==> config.mk <==
export PLATFORM = sky130hd
export DESIGN_NAME = bus_rr_arbiter
export DESIGN_NICKNAME = d
export VERILOG_FILES = /design/src/rtl/bus_rr_arbiter.sv
export SDC_FILE = /design/constraint.sdc
export NUM_CORES = 1
export LEC_CHECK = 0
export ABC_AREA = 1
export BUFFER_PORTS_ARGS = -buffer_cell sky130_fd_sc_hd__buf_2
export CORE_ASPECT_RATIO = 1.1
export CORE_MARGIN = 2
export CORE_UTILIZATION = 45
export DETAILED_ROUTE_END_ITERATION = 8
export GPL_TIMING_DRIVEN = 0
export PLACE_DENSITY = 0.82
export SYNTH_ARGS = -nofsm -noshare
export SYNTH_HDL_FRONTEND = slang
export SYNTH_SLANG_ARGS = --single-unit
==> constraint.sdc <==
create_clock -name clk -period 2.47 [get_ports clk]
set_input_delay 0.494 -clock clk [delete_from_list [all_inputs] [get_ports clk]]
set_output_delay 0.494 -clock clk [all_outputs]
set_load 0.005 [all_outputs]
==> src/rtl/bus_rr_arbiter.sv <==
// Round-robin arbiter sharing one valid/ready channel among NUM requesters,
// with a burst lock of up to MAX_BURST beats and a single output register stage.
module bus_rr_arbiter #(
  parameter int WIDTH     = 32,
  parameter int NUM       = 4,
  parameter int MAX_BURST = 4
) (
  input  logic                     clk,
  input  logic                     rstn,
  input  logic [NUM-1:0]           valid_i,
  output logic [NUM-1:0]           ready_o,
  input  logic [NUM*WIDTH-1:0]     data_i,
  output logic                     valid_o,
  input  logic                     ready_i,
  output logic [WIDTH-1:0]         data_o,
  output logic [$clog2(NUM)-1:0]   grant_o
);
  localparam int IW = $clog2(NUM);
  localparam int CW = $clog2(MAX_BURST + 1);

  logic             r_valid;
  logic [WIDTH-1:0] r_data;
  logic [IW-1:0]    r_grant;
  logic [IW-1:0]    r_ptr;
  logic [IW-1:0]    r_owner;
  logic             r_own_vld;
  logic [CW-1:0]    r_cnt;

  logic [WIDTH-1:0] w_slice [NUM];
  logic [IW-1:0]    w_idx;
  logic [IW-1:0]    w_rr_sel;
  logic             w_rr_hit;
  logic             w_lock;
  logic [IW-1:0]    w_sel;
  logic             w_hit;
  logic             w_load;
  logic             w_xfer;
  logic [CW-1:0]    w_cnt_nxt;

  for (genvar g = 0; g < NUM; g++) begin : g_slice
    assign w_slice[g] = data_i[g*WIDTH +: WIDTH];
  end

  function automatic logic [IW-1:0] f_next(input logic [IW-1:0] x);
    return (x == IW'(NUM-1)) ? '0 : x + 1'b1;
  endfunction

  // Scan from the far end back toward ptr so the nearest valid index wins.
  always_comb begin
    w_idx    = '0;
    w_rr_sel = '0;
    w_rr_hit = 1'b0;
    for (int k = NUM-1; k >= 0; k--) begin
      w_idx = IW'((int'(r_ptr) + k) % NUM);
      if (valid_i[w_idx]) begin
        w_rr_sel = w_idx;
        w_rr_hit = 1'b1;
      end
    end
  end

  assign w_lock    = r_own_vld && valid_i[r_owner] && (r_cnt < CW'(MAX_BURST));
  assign w_sel     = w_lock ? r_owner : w_rr_sel;
  assign w_hit     = w_lock || w_rr_hit;
  assign w_load    = !r_valid || ready_i;
  assign w_xfer    = rstn && w_load && w_hit;
  assign w_cnt_nxt = w_lock ? r_cnt + 1'b1 : CW'(1);

  always_comb begin
    ready_o = '0;
    if (w_xfer) ready_o[w_sel] = 1'b1;
  end

  always_ff @(posedge clk) begin
    if (!rstn) begin
      r_valid   <= 1'b0;
      r_data    <= '0;
      r_grant   <= '0;
      r_ptr     <= '0;
      r_owner   <= '0;
      r_own_vld <= 1'b0;
      r_cnt     <= '0;
    end else if (w_load) begin
      r_valid <= w_xfer;
      if (w_xfer) begin
        r_data  <= w_slice[w_sel];
        r_grant <= w_sel;
        r_owner <= w_sel;
        if (w_cnt_nxt == CW'(MAX_BURST)) begin
          r_own_vld <= 1'b0;
          r_cnt     <= '0;
          r_ptr     <= f_next(w_sel);
        end else begin
          r_own_vld <= 1'b1;
          r_cnt     <= w_cnt_nxt;
          if (!w_lock) r_ptr <= f_next(w_sel);
        end
      end else begin
        // Nothing selectable means the owner has dropped valid: release the lock.
        r_own_vld <= 1'b0;
        r_cnt     <= '0;
      end
    end
  end

  assign valid_o = r_valid;
  assign data_o  = r_data;
  assign grant_o = r_grant;

endmodule

After elaboration in Yosys (flattened, before gate mapping)
Cells that the tools add are included.
Word-level totals
  flip-flop bits (word level): 41
  logic and storage cells: 67
Cells by class
  $add $sub $neg: 5
  $lt $le $gt $ge: 9
  equality and inequality tests: 3
  mux-type cells: 33
  bitwise operators: 1
  reductions and logical operators: 10
Operators with widths (number)
  binary-select mux 32 bit (select 2 bit): 1
  2-to-1 mux 32 bit: 2
  less-than comparator 2 x 3 -> 1 bit (second input constant): 6
  2-to-1 mux 2 bit: 8
  2-to-1 mux 1 bit: 12
  binary-select mux 1 bit (select 2 bit): 5
  2-to-1 mux 3 bit: 3
  logical AND 1 bit: 5
  adder 2 x 1 -> 2 bit (second input constant): 2
  adder 2 bit (second input constant): 2
  2-to-1 mux 4 bit: 1
  adder 3 x 1 -> 3 bit (second input constant): 1
  == test 3 bit (second input constant): 1
  greater-or-equal comparator 3 bit (second input constant): 1
  less-than comparator 3 bit (second input constant): 1
  NOT 2 -> 3 bit: 1
  AND reduction 3 bit: 1
  demux 1 bit (select 2 bit): 1
  == test 2 bit (second input constant): 1
  greater-or-equal comparator 2 x 1 -> 1 bit (second input constant): 1
  logical OR 1 bit: 2
  inequality test 2 x 1 -> 1 bit (second input constant): 1
  AND reduction 2 bit: 1
  logical NOT 1 bit: 1

Depth between registers and ports, before layout
Gate-level depths: netlist (run 1).
  depth after elaboration: 13
  mapped depth: 16
  depth with buffers taken out: 14

Worst setup path after synthesis (run 1)
OpenSTA, ideal clock, no wires.
  path kind: input-to-output
  from: in valid_i[2]
  to: out ready_o[1]
  data arrival time: 1.748 ns
  required time: 1.976 ns
  setup slack: 0.228 ns
  cell stages on the path: 11
  buffers on the path: 2
  cells stage by stage: inv_1 > o21ai_0 > nand3_1 > or2_1 > nand2_2 > buf_6 > buf_6 > inv_1 > ha_1 > inv_1 > nor2_1
On the way
  word-level cells in the longest chain between the ends: 12
Ends and longest elaborated chain
  start: declaration: RTL line 10  | input logic [NUM-1:0] valid_i,
  binary-select mux 1 bit (select 2 bit): RTL line 55  | if (valid_i[w_idx]) begin
  2-to-1 mux 1 bit (not written as such): RTL line 55
  2-to-1 mux 2 bit (4 in a row): RTL line 55
  2-to-1 mux 2 bit (*): RTL line 63  | assign w_sel = w_lock ? r_owner : w_rr_sel;
  via w_sel[0]: RTL line 34  | logic [IW-1:0] w_sel;
  less-than comparator 2 x 3 -> 1 bit (not written as such) / greater-or-equal comparator 2 x 1 -> 1 bit (equally long branches): RTL line 71  | if (w_xfer) ready_o[w_sel] = 1'b1;
  logical AND 1 bit (not written as such): RTL line 71
  2-to-1 mux 1 bit (not written as such): RTL line 71
  demux 1 bit (select 2 bit) (*): RTL line 71
  2-to-1 mux 4 bit (*): RTL line 71
  end: declaration: RTL line 11  | output logic [NUM-1:0] ready_o,
Mark *: on every way through the listed nets, which the timed path passes. The rest lies on a longest branch. The select of a mux whose other input is x is not followed.

Worst setup path after layout (run 1)
  from: reg r_ptr[0]
  to: out ready_o[3]
On the way
  word-level cells in the longest chain between the ends: 13
Ends and longest elaborated chain
  start: declaration: RTL line 24  | logic [IW-1:0] r_ptr;
  start signal: assignment: RTL line 92  | r_ptr <= f_next(w_sel);
  start signal: assignment: RTL line 96  | if (!w_lock) r_ptr <= f_next(w_sel);
  adder 2 bit: RTL line 54  | w_idx = IW'((int'(r_ptr) + k) % NUM);
  binary-select mux 1 bit (select 2 bit): RTL line 55
  2-to-1 mux 1 bit (not written as such): RTL line 55
  2-to-1 mux 2 bit (3 in a row): RTL line 55
  2-to-1 mux 2 bit (*): RTL line 55
  2-to-1 mux 2 bit (*): RTL line 63
  via w_sel[0]: RTL line 34
  less-than comparator 2 x 3 -> 1 bit (not written as such) / greater-or-equal comparator 2 x 1 -> 1 bit (equally long branches): RTL line 71
  logical AND 1 bit (not written as such): RTL line 71
  2-to-1 mux 1 bit (not written as such): RTL line 71
  demux 1 bit (select 2 bit) (*): RTL line 71
  2-to-1 mux 4 bit (*): RTL line 71
Marked as above.

==> impl_metrics.toml, run 1 <==
[status]
result_of_the_run = "finished with violations"
violations = "setup timing"

[routing]
detail_route.first_pass.iterations = 5
initialDrtViolationCount = 242
met3_wirelength_um = 698
detail_route.vias_per_cell = 5.338
wl_per_cell_um = 13.99
met1Wirelength_um = 4495
top_layer_used = "met4"
drt_drc_violations_left = 0
dr_total_vias = 4228
wl_met2_um = 5704
drt-total-wl_um = 11080
ant_nets = 0

[grt]
initial_antenna_violation_count = 0
grtUsageTotal_pct = 28.58
largest_net_degree_at_the_start_of_global_routing = 12
vias_in_the_first_global_route = 3761
grt_pass1_wl_um = 17000
global_route.overflow_total = 0

[clock_tree]
worstSkewPairLatency_ns = 0.29
cts_tree = "yes"
cts.sinks = 41
clock_tree.htree_level_count = 2
cts.clk_slew.worst_paths_ns = 0.08
cts_buffers = 5
cts_max_path_buffers = 2
cts_root_buffer = "sky130_fd_sc_hd__clkbuf_8"

[hold_path]
timing.hold.worst.start = "data_o[7]$_SDFFE_PN0P_"
hold-path-endpoint = "data_o[7]$_SDFFE_PN0P_"
timing.hold.worst.class = "reg2reg"
whs_path_depth = 2

[setup_path]
cells_on_worst_reg2reg_path = 15
crit_type = "reg2out"
crit-reg2reg-launch = "r_ptr[0]$_SDFFE_PN0P_"
max_stage_delay_ns = 0.43
register_to_register_setup_slack_ns = 0.31
worst_path_required_time_ns = 1.98
startpoint_type = "flip-flop"
r2r-end = "data_o[2]$_SDFFE_PN0P_"
worst-endpoint-arrival_ns = 2.03
worst_setup_path_end_kind = "output port"
critical_path.max_fanout = 5
path_cells = "buf_8, xnor2_4, nand2_2, nand3_2, nand2_1, nand2_1, nand3_2, nand2_4, inv_6, ha_4, inv_1, nor2_2, buf_2"
path_buf_inv = 4
critical-path-top-delay-family = "simple AND/OR/NAND/NOR gates"
timing.critical_path.slowest_stage_cell = "sky130_fd_sc_hd__dfxtp_4"

[final_layout]
n_fill_cell = 606
mostFrequentLayoutCells = "sky130_fd_sc_hd__nand3_1, sky130_fd_sc_hd__buf_2, sky130_fd_sc_hd__nand2_1"
design.final.nets = 850
multi_input_area_mm2 = 0.001973
antenna_cell_count = 0
final-seq-area_um2 = 830.8
fin_area_mm2 = 0.004451
syn2layout_area_growth_pct = 45.78
post_route_cells_drive_above_1_share_pct = 36.90
finish.utilization_pct = 67.50

[timing]
highest_achievable_clock_rate_mhz = 395.7
max_slew_margin_pct = 64.21
setup_viol = 4
whs_ns = 0.4688
layout_setup_ws_ns = -0.05713
worst_clock_skew_ns = 0.005662
worst_slew_pin_slew_ns = 0.5368
final_min_period_over_clock_period_pct = 102.3
final-max-slew-violation-count = 0
finalHoldViolations = 0
setup-tns-final_ns = -0.1195
time_the_worst_path_needs_with_i_o_delays_and_setup_ns = 2.527
setup_repair_after_global_routing_missed_its_margin = "yes"

[synthesis]
netlist_instances = 521
synth_nets = 661
synth_top_family_by_area = "simple AND/OR/NAND/NOR gates"
postSynthRegisterBits = 41
synth.distinct_cells = 21
synth_adder_area_share_pct = 2.049
synth_seq_area_share_pct = 26.89
synth.yosys.warnings = 0
synthDominantAreaCellType = "sky130_fd_sc_hd__nand3_1"
synth-simple-area-share_pct = 52.05
ys_top_cells_by_area = "sky130_fd_sc_hd__nand3_1, sky130_fd_sc_hd__dfxtp_1, sky130_fd_sc_hd__nand2_1"
synth_compound_area_share_pct = 3.730
muxShareOfSynthArea_pct = 0
synth-xor-area-share_pct = 0.2869
cell_area_after_synthesis_mm2 = 0.003053
post_synth.cell_area_avg_um2 = 5.860
post-synth-top-area-fraction_pct = 32.30

[die]
die_h_um = 90.39
overall_die_width_um = 82.54
die_area_mm2 = 0.007460
floorplan.core_area_mm2 = 0.006594
io-pin-count = 174
initial_utilization_pct = 46.30
floorplan.rows = 31

[placement]
io_buffer_count = 172
placed_area_mm2 = 0.004016
gp_routability_congestion = 0.9156
place_hpwl_um = 8084

[pwr]
vdd_drop_max_uv = 502.6
total_leakage_power_nw = 2.533
pwr_density_cell_mw_per_mm2 = 889.2

[run]
drv_cap = 0
power breakdown:
part	switching (mW)	internal, mW	total, mW
Combinational	1.41	1.05	2.47
Clock	0.225	0.222	0.447
Sequential	0.155	0.890	1.05
logic make-up after synthesis:
logic type,Yosys count
fa+ha+maj,5
flops,41
buf+inv,98
simple gates,354
xor+xnor,1
compound gates,22
worst reg2reg max path, stage by stage, from the launching register on:
cell	delay, ns
sky130_fd_sc_hd__dfxtp_4	0.43
sky130_fd_sc_hd__buf_8	0.16
sky130_fd_sc_hd__xnor2_4	0.13
sky130_fd_sc_hd__nand2_2	0.10
sky130_fd_sc_hd__nand3_2	0.09
sky130_fd_sc_hd__nand2_1	0.06
sky130_fd_sc_hd__nand2_1	0.08
sky130_fd_sc_hd__nand3_2	0.11
sky130_fd_sc_hd__nand2_4	0.16
sky130_fd_sc_hd__buf_4	0.18
sky130_fd_sc_hd__buf_2	0.22
sky130_fd_sc_hd__nand2_1	0.08
sky130_fd_sc_hd__nand3_1	0.07
sky130_fd_sc_hd__nand2_1	0.05
sky130_fd_sc_hd__nand2_1	0.06
sky130_fd_sc_hd__nand2_1	0.07
how the worst max path moves through the flow:
stage / start / endpoint / slack [ns] / depth (start not counted)
3_3_place_gp: valid_i[2] / ready_o[3] / -0.25 / 13
3_5_place_dp: valid_i[2] / ready_o[0] / -0.30 / 12
2_1_floorplan: valid_i[2] / ready_o[1] / 0.23 / 11
5_1_grt: r_ptr[0]$_SDFFE_PN0P_ / ready_o[1] / -0.14 / 15
6_report: r_ptr[0]$_SDFFE_PN0P_ / ready_o[3] / -0.06 / 13
4_1_cts: r_ptr[0]$_SDFFE_PN0P_ / ready_o[3] / -0.04 / 15
per-layer routing:
metal  up-vias  track usage (%)
met4         0            7.514
met3        21            4.100
met5         -                0
met1      1939            35.79
li1       2076                -
met2       192            50.07
repair_timing:
| action | 4_1_cts | 5_1_grt |
|---|---|---|
| hold buffers | 0 | 0 |
| pin swaps | 11 | 16 |
| cloned | 2 | 0 |
| setup endpoints to repair | 4 | 4 |
| gates resized for setup | 40 | 30 |
| buffers inserted | 8 | 2 |
area by class of cell:
cell class              count  area share, %
plain buffers              37          5.285
clock buffers               7          1.940
inverters                  59          5.089
multi-input cells         382          44.34
flip-flops and latches     41          18.67
well taps                  82          2.305
repair buffers            184          22.38
cells in the mapped netlist:
library cell	instances
sky130_fd_sc_hd__o21ai_2	1
sky130_fd_sc_hd__clkbuf_1	9
sky130_fd_sc_hd__buf_1	1
sky130_fd_sc_hd__buf_6	7
sky130_fd_sc_hd__nand2_1	144
sky130_fd_sc_hd__buf_4	4
sky130_fd_sc_hd__nor2_1	9
sky130_fd_sc_hd__nand2_2	1
sky130_fd_sc_hd__xnor2_1	1
sky130_fd_sc_hd__dfxtp_1	41
sky130_fd_sc_hd__o21ai_0	10
sky130_fd_sc_hd__clkinv_1	1
sky130_fd_sc_hd__nand3_2	1
sky130_fd_sc_hd__or2_1	1
sky130_fd_sc_hd__o21ai_1	2
sky130_fd_sc_hd__ha_1	5
sky130_fd_sc_hd__nand3_1	197
sky130_fd_sc_hd__inv_1	58
sky130_fd_sc_hd__buf_2	18
sky130_fd_sc_hd__a21oi_1	9
sky130_fd_sc_hd__nand4_1	1
stage by stage:
stage / std cells / worst slack, ns / power [mW]
2_1_floorplan: 521 / 0.2276 / 2.419
3_3_place_gp: 775 / -0.2546 / 3.097
3_5_place_dp: 775 / -0.2999 / 3.147
4_1_cts: 791 / -0.04307 / 3.868
5_1_grt: 792 / -0.1370 / 4.278
6_report: 792 / -0.05713 / 3.958
sequential cells by signal (all words and copies together) (netlist names):
signal     cells
r_owner        2
valid_o        1
r_ptr          2
r_own_vld      1
r_cnt          3
data_o        32
Power figures use the tool's default switching activity.
==> run 2, diff against run 1 <==
--- a/config.mk
+++ b/config.mk
@@ -9,10 +9,10 @@
 export BUFFER_PORTS_ARGS = -buffer_cell sky130_fd_sc_hd__buf_2
 export CORE_ASPECT_RATIO = 1.1
 export CORE_MARGIN = 2
-export CORE_UTILIZATION = 45
+export CORE_UTILIZATION = 48
 export DETAILED_ROUTE_END_ITERATION = 8
 export GPL_TIMING_DRIVEN = 0
-export PLACE_DENSITY = 0.82
+export PLACE_DENSITY = 0.86
 export SYNTH_ARGS = -nofsm -noshare
 export SYNTH_HDL_FRONTEND = slang
 export SYNTH_SLANG_ARGS = --single-unit
==> constraint.sdc (replaced) <==
create_clock -name clk -period 3 [get_ports clk]
set_input_delay 0.6 -clock clk [delete_from_list [all_inputs] [get_ports clk]]
set_output_delay 0.6 -clock clk [all_outputs]
set_load 0.005 [all_outputs]
==> impl_metrics.toml, run 2 (synthesis results as in run 1) <==
[status]
result_of_the_run = "finished clean"

[pwr]
sequential_power_share_pct = 28.3
portion_of_total_power_attributed_to_combinational_logic_pct = 59.7
pwr_density_cell_mw_per_mm2 = 724.2
total_leakage_power_nw = 2.409
cell_int_power_mw = 1.629
power_switching_share_pct = 45.50
vdd_drop_max_uv = 381.9
power.clock.fraction_pct = 12.1
net-switching-power_mw = 1.360

[setup_path]
worst_path_required_time_ns = 2.40
path_buf_inv = 6
crit_type = "in2out"
max_stage_delay_ns = 0.30
path_cells = "buf_2, inv_1, o21ai_0, nand3_2, or2_1, nand2_4, buf_12, inv_1, ha_1, inv_1, nor2_1, buf_2"
startpoint_type = "primary input"
cp-startpoint = "valid_i[2]"
timing.critical_path.slowest_stage_cell = "sky130_fd_sc_hd__or2_1"
crit-reg2reg-launch = "r_owner[0]$_SDFFE_PN0P_"
worst_setup_path_end_kind = "output port"
critical_path.max_fanout = 20
worst-endpoint-arrival_ns = 2.23
path_common_cell = "sky130_fd_sc_hd__inv_1"
critical-path-top-delay-family = "simple AND/OR/NAND/NOR gates"

[die]
initial_utilization_pct = 49.59
die_h_um = 87.65
floorplan.rows = 30
floorplan.core_area_mm2 = 0.006156
die_area_mm2 = 0.007015
io-pin-count = 174
overall_die_width_um = 80.04

[clock_tree]
cts.clk_slew.worst_paths_ns = 0.07
cts.sinks = 41
worstSkewPairLatency_ns = 0.29
clock_tree.htree_level_count = 2
cts_root_buffer = "sky130_fd_sc_hd__clkbuf_8"
cts.hold.buffers_added = 0
cts_post_setup_buffers_inserted = 0
cts_tree = "yes"
cts_buffers = 5
cts_max_path_buffers = 2
cts-resized-gates = 1

[hold_path]
timing.hold.worst.start = "data_o[8]$_SDFFE_PN0P_"
timing.hold.worst.class = "reg2reg"

[grt]
grt_pass1_wl_um = 16280
vias_in_the_first_global_route = 3776
initial_antenna_violation_count = 0
global_route.overflow_total = 0
largest_net_degree_at_the_start_of_global_routing = 12
grtUsageTotal_pct = 28.91

[final_layout]
fin_area_mm2 = 0.004128
syn2layout_area_growth_pct = 35.20
design.final.nets = 839
final-seq-area_um2 = 825.8
final_common_cell = "sky130_fd_sc_hd__nand3_1"
post_route_cells_drive_above_1_share_pct = 30.76
antenna_cell_count = 0
n_fill_cell = 627
multi_input_area_mm2 = 0.001794
largest_register_ffs = 32
mostFrequentLayoutCells = "sky130_fd_sc_hd__nand3_1, sky130_fd_sc_hd__buf_2, sky130_fd_sc_hd__nand2_1"

[timing]
finalHoldViolations = 0
worst_clock_skew_ns = 0.009418
setup-tns-final_ns = 0
worst_slew_pin_slew_ns = 0.5404
max_slew_margin_pct = 63.97
final-max-slew-violation-count = 0
whs_ns = 0.4701
setup_repair_after_global_routing_missed_its_margin = "no"
final_min_period_over_clock_period_pct = 94.42
time_the_worst_path_needs_with_i_o_delays_and_setup_ns = 2.833
highest_achievable_clock_rate_mhz = 353.0
setup_viol = 0

[placement]
io_buffer_count = 172
place_hpwl_um = 8153
gp_routability_congestion = 0.8615
placed_area_mm2 = 0.004014

[routing]
wl_per_cell_um = 13.25
initialDrtViolationCount = 239
drt-total-wl_um = 10320
dr_total_vias = 4086
detail_route.vias_per_cell = 5.245
detail_route.first_pass.iterations = 5
drt_drc_violations_left = 0
ant_nets = 0

[run]
drv_cap = 0
[run 2: changes by cell type in the layout (fill, tap and decap cells not counted), sizes merged]
cell    change
buf        -11
bufbuf      -1
clkbuf      +1
[run 2: layer usage]
layer,vias to the layer above,track usage (%),routed length [µm]
li1,2053,-,-
met1,1823,35.38,4166
met2,192,52.35,5168
met3,18,3.402,785
met4,0,9.861,201
met5,-,0,0
[run 2: final cells by class]
cell class	count	share of cell area [%]
tap	80	2.425
timing repair buffer	172	20.85
inverter	59	5.365
clock buffer	7	2.092
sequential	41	20.01
buffer	38	5.790
multi-input combinational	382	43.47
[run 2: worst min-delay path, cell delays in order, from the launching register on]
cell                      delay, ns
sky130_fd_sc_hd__dfxtp_1       0.31
sky130_fd_sc_hd__nand3_1       0.07
sky130_fd_sc_hd__nand2_1       0.05
[run 2: worst paths after layout]
kind	to	slack, ns	depth (start not counted)
worst max register to register	r_ptr[1]$_SDFFE_PN0P_	0.88	10
worst min register to register	data_o[8]$_SDFFE_PN0P_	0.47	2
worst max-delay path	ready_o[3]	0.17	12
worst min-delay path	data_o[8]$_SDFFE_PN0P_	0.47	2
[run 2: power by group through the flow]
stage / Sequential (mW) / Clock [mW] / Combinational, mW
2_1_floorplan: 0.852 / 0 / 1.14
3_3_place_gp: 0.843 / 0 / 1.70
3_5_place_dp: 0.848 / 0 / 1.74
4_1_cts: 0.839 / 0.365 / 1.75
5_1_grt: 0.864 / 0.386 / 2.00
6_report: 0.845 / 0.360 / 1.78
[run 2: through the flow]
| step | std cells | setup WS [ns] | power, mW | utilization [%] |
|---|---|---|---|---|
| detailed placement | 773 | 0.04501 | 2.592 | 65.20 |
| global route | 779 | 0.002850 | 3.246 | 67.05 |
| finish | 779 | 0.1673 | 2.989 | 67.05 |
| CTS | 780 | 0.02889 | 2.952 | 66.63 |
| global placement | 773 | 0.07594 | 2.541 | 65.20 |
| floorplan | 521 | 0.5456 | 1.992 | - |
==> run 3, diff against run 2 <==
--- a/config.mk
+++ b/config.mk
@@ -9,10 +9,10 @@
 export BUFFER_PORTS_ARGS = -buffer_cell sky130_fd_sc_hd__buf_2
 export CORE_ASPECT_RATIO = 1.1
 export CORE_MARGIN = 2
-export CORE_UTILIZATION = 48
+export CORE_UTILIZATION = 40
 export DETAILED_ROUTE_END_ITERATION = 8
 export GPL_TIMING_DRIVEN = 0
-export PLACE_DENSITY = 0.86
+export PLACE_DENSITY = 0.74
 export SYNTH_ARGS = -nofsm -noshare
 export SYNTH_HDL_FRONTEND = slang
 export SYNTH_SLANG_ARGS = --single-unit
==> impl_metrics.toml, run 3 (synthesis results as in run 1) <==
[die]
overall_die_width_um = 87.30
die_h_um = 95.63
initial_utilization_pct = 41.08
floorplan.core_area_mm2 = 0.007432
die_area_mm2 = 0.008348
io-pin-count = 174
floorplan.rows = 33

[timing]
final-max-slew-violation-count = 0
finalHoldViolations = 0
highest_achievable_clock_rate_mhz = 350.4
setup_viol = 0
worst_clock_skew_ns = 0.007695
final_min_period_over_clock_period_pct = 95.14
time_the_worst_path_needs_with_i_o_delays_and_setup_ns = 2.854
max_slew_margin_pct = 66.61
worst_slew_pin_slew_ns = 0.5009

[hold_path]
timing.hold.worst.start = "r_own_vld$_SDFFE_PN0N_"
timing.hold.worst.class = "reg2reg"

[grt]
grtUsageTotal_pct = 23.96
largest_net_degree_at_the_start_of_global_routing = 13
grt_pass1_wl_um = 15880
initial_antenna_violation_count = 0
vias_in_the_first_global_route = 3542
global_route.overflow_total = 0

[placement]
gp_routability_congestion = 0.8503
placed_area_mm2 = 0.004023
place_hpwl_um = 8253
dpl_cells = 780
io_buffer_count = 172

[clock_tree]
cts.sinks = 41
worstSkewPairLatency_ns = 0.30
cts_root_buffer = "sky130_fd_sc_hd__clkbuf_8"
clock_tree.htree_level_count = 2
cts.clk_slew.worst_paths_ns = 0.07
cts_tree = "yes"
cts_max_path_buffers = 2
cts_buffers = 5
cts.hold.buffers_added = 0

[status]
result_of_the_run = "finished clean"

[setup_path]
worst-endpoint-arrival_ns = 2.25
cp-startpoint = "valid_i[2]"
path_cells = "buf_2, inv_1, o21ai_0, nand3_2, inv_1, nand2_1, nand2_2, clkbuf_4, ha_1, inv_1, nor2_1, buf_2"
worst_setup_path_end_kind = "output port"
path_common_cell = "sky130_fd_sc_hd__inv_1"
timing.critical_path.slowest_stage_cell = "sky130_fd_sc_hd__clkbuf_4"
startpoint_type = "primary input"
critical_path.max_fanout = 11
worst_path_required_time_ns = 2.40
crit-reg2reg-launch = "r_ptr[0]$_SDFFE_PN0P_"
crit_type = "in2out"
max_stage_delay_ns = 0.25

[final_layout]
post_layout_nonfiller_instances = 791
final_common_cell = "sky130_fd_sc_hd__nand3_1"
antenna_cell_count = 0
mostFrequentLayoutCells = "sky130_fd_sc_hd__nand3_1, sky130_fd_sc_hd__buf_2, sky130_fd_sc_hd__nand2_1"
syn2layout_area_growth_pct = 36.80
largest_register_ffs = 32
finish.utilization_pct = 56.20
n_fill_cell = 807
fin_area_mm2 = 0.004177
design.final.nets = 843
post_route_cells_drive_above_1_share_pct = 31.25

[run]
drv_cap = 0

[pwr]
vdd_drop_max_uv = 322.4
total_leakage_power_nw = 2.435
pwr_density_cell_mw_per_mm2 = 728.2

[routing]
initialDrtViolationCount = 214
detail_route.first_pass.iterations = 5
wl_per_cell_um = 13.12
detail_route.vias_per_cell = 5.159
drt-total-wl_um = 10380
drt_drc_violations_left = 0
dr_total_vias = 4081
ant_nets = 0
run 3: worst max-delay path: cells and delay by family:
| kind | cells | cell delay (ns) |
|---|---|---|
| buffers and inverters | 6 | 0.75 |
| and+or+nand+nor | 4 | 0.52 |
| AOI/OAI and AO/OA | 1 | 0.22 |
| adders and majority gates | 1 | 0.16 |
run 3: stage by stage:
stage / worst slack, ns / hold WS (ns) / power (mW) / TNS, ns
after CTS: 0.004088 / 0.4691 / 3.000 / 0
final: 0.1458 / 0.4659 / 3.041 / 0
after global routing: -0.01452 / 0.4826 / 3.311 / -0.01452
after detailed placement: 0.001899 / 0.4573 / 2.592 / 0
after floorplan: 0.5456 / 0.4443 / 1.992 / 0
after global placement: 0.02041 / 0.4538 / 2.562 / 0
run 3: area by class of cell:
type                    count  area (µm²)  share of cell area, %
flip-flops and latches     41       825.8                  19.77
clock inverters             1       5.005                 0.1198
well taps                  87       108.9                  2.606
plain buffers              38       239.0                  5.722
clock buffers               7       96.34                  2.307
multi-input cells         382        1789                  42.84
repair buffers            176       890.9                  21.33
inverters                  59       221.5                  5.303
run 3: timing repair:
item | CTS | global route
pin swaps | 0 | 1
setup buffers | 0 | 4
cloned | 0 | 0
setup endpoints to repair | 2 | 4
resized for setup | 2 | 10
run 3: layer usage:
layer  track usage (%)  vias to the layer above  share of wire [%]
met5                 0                        -                  0
met4             5.769                        0                1.0
met3             3.983                       10                6.9
met2             42.80                      154                 49
met1             29.81                     1856                 43
li1                  -                     2061                  -
run 3: final timing paths:
| check | endpoint | slack (ns) | cells after the start |
|---|---|---|---|
| setup / recovery | ready_o[1] | 0.15 | 12 |
| hold / removal | r_own_vld$_SDFFE_PN0N_ | 0.47 | 2 |
| setup reg to reg | r_ptr[1]$_SDFFE_PN0P_ | 0.89 | 14 |
| hold reg to reg | r_own_vld$_SDFFE_PN0N_ | 0.47 | 2 |
run 3: report_power, final:
part	internal (mW)	total [mW]	leakage, nW	switching, mW
Combinational	0.735	1.80	2.04	1.06
Clock	0.208	0.400	0.0542	0.192
Sequential	0.731	0.844	0.342	0.113
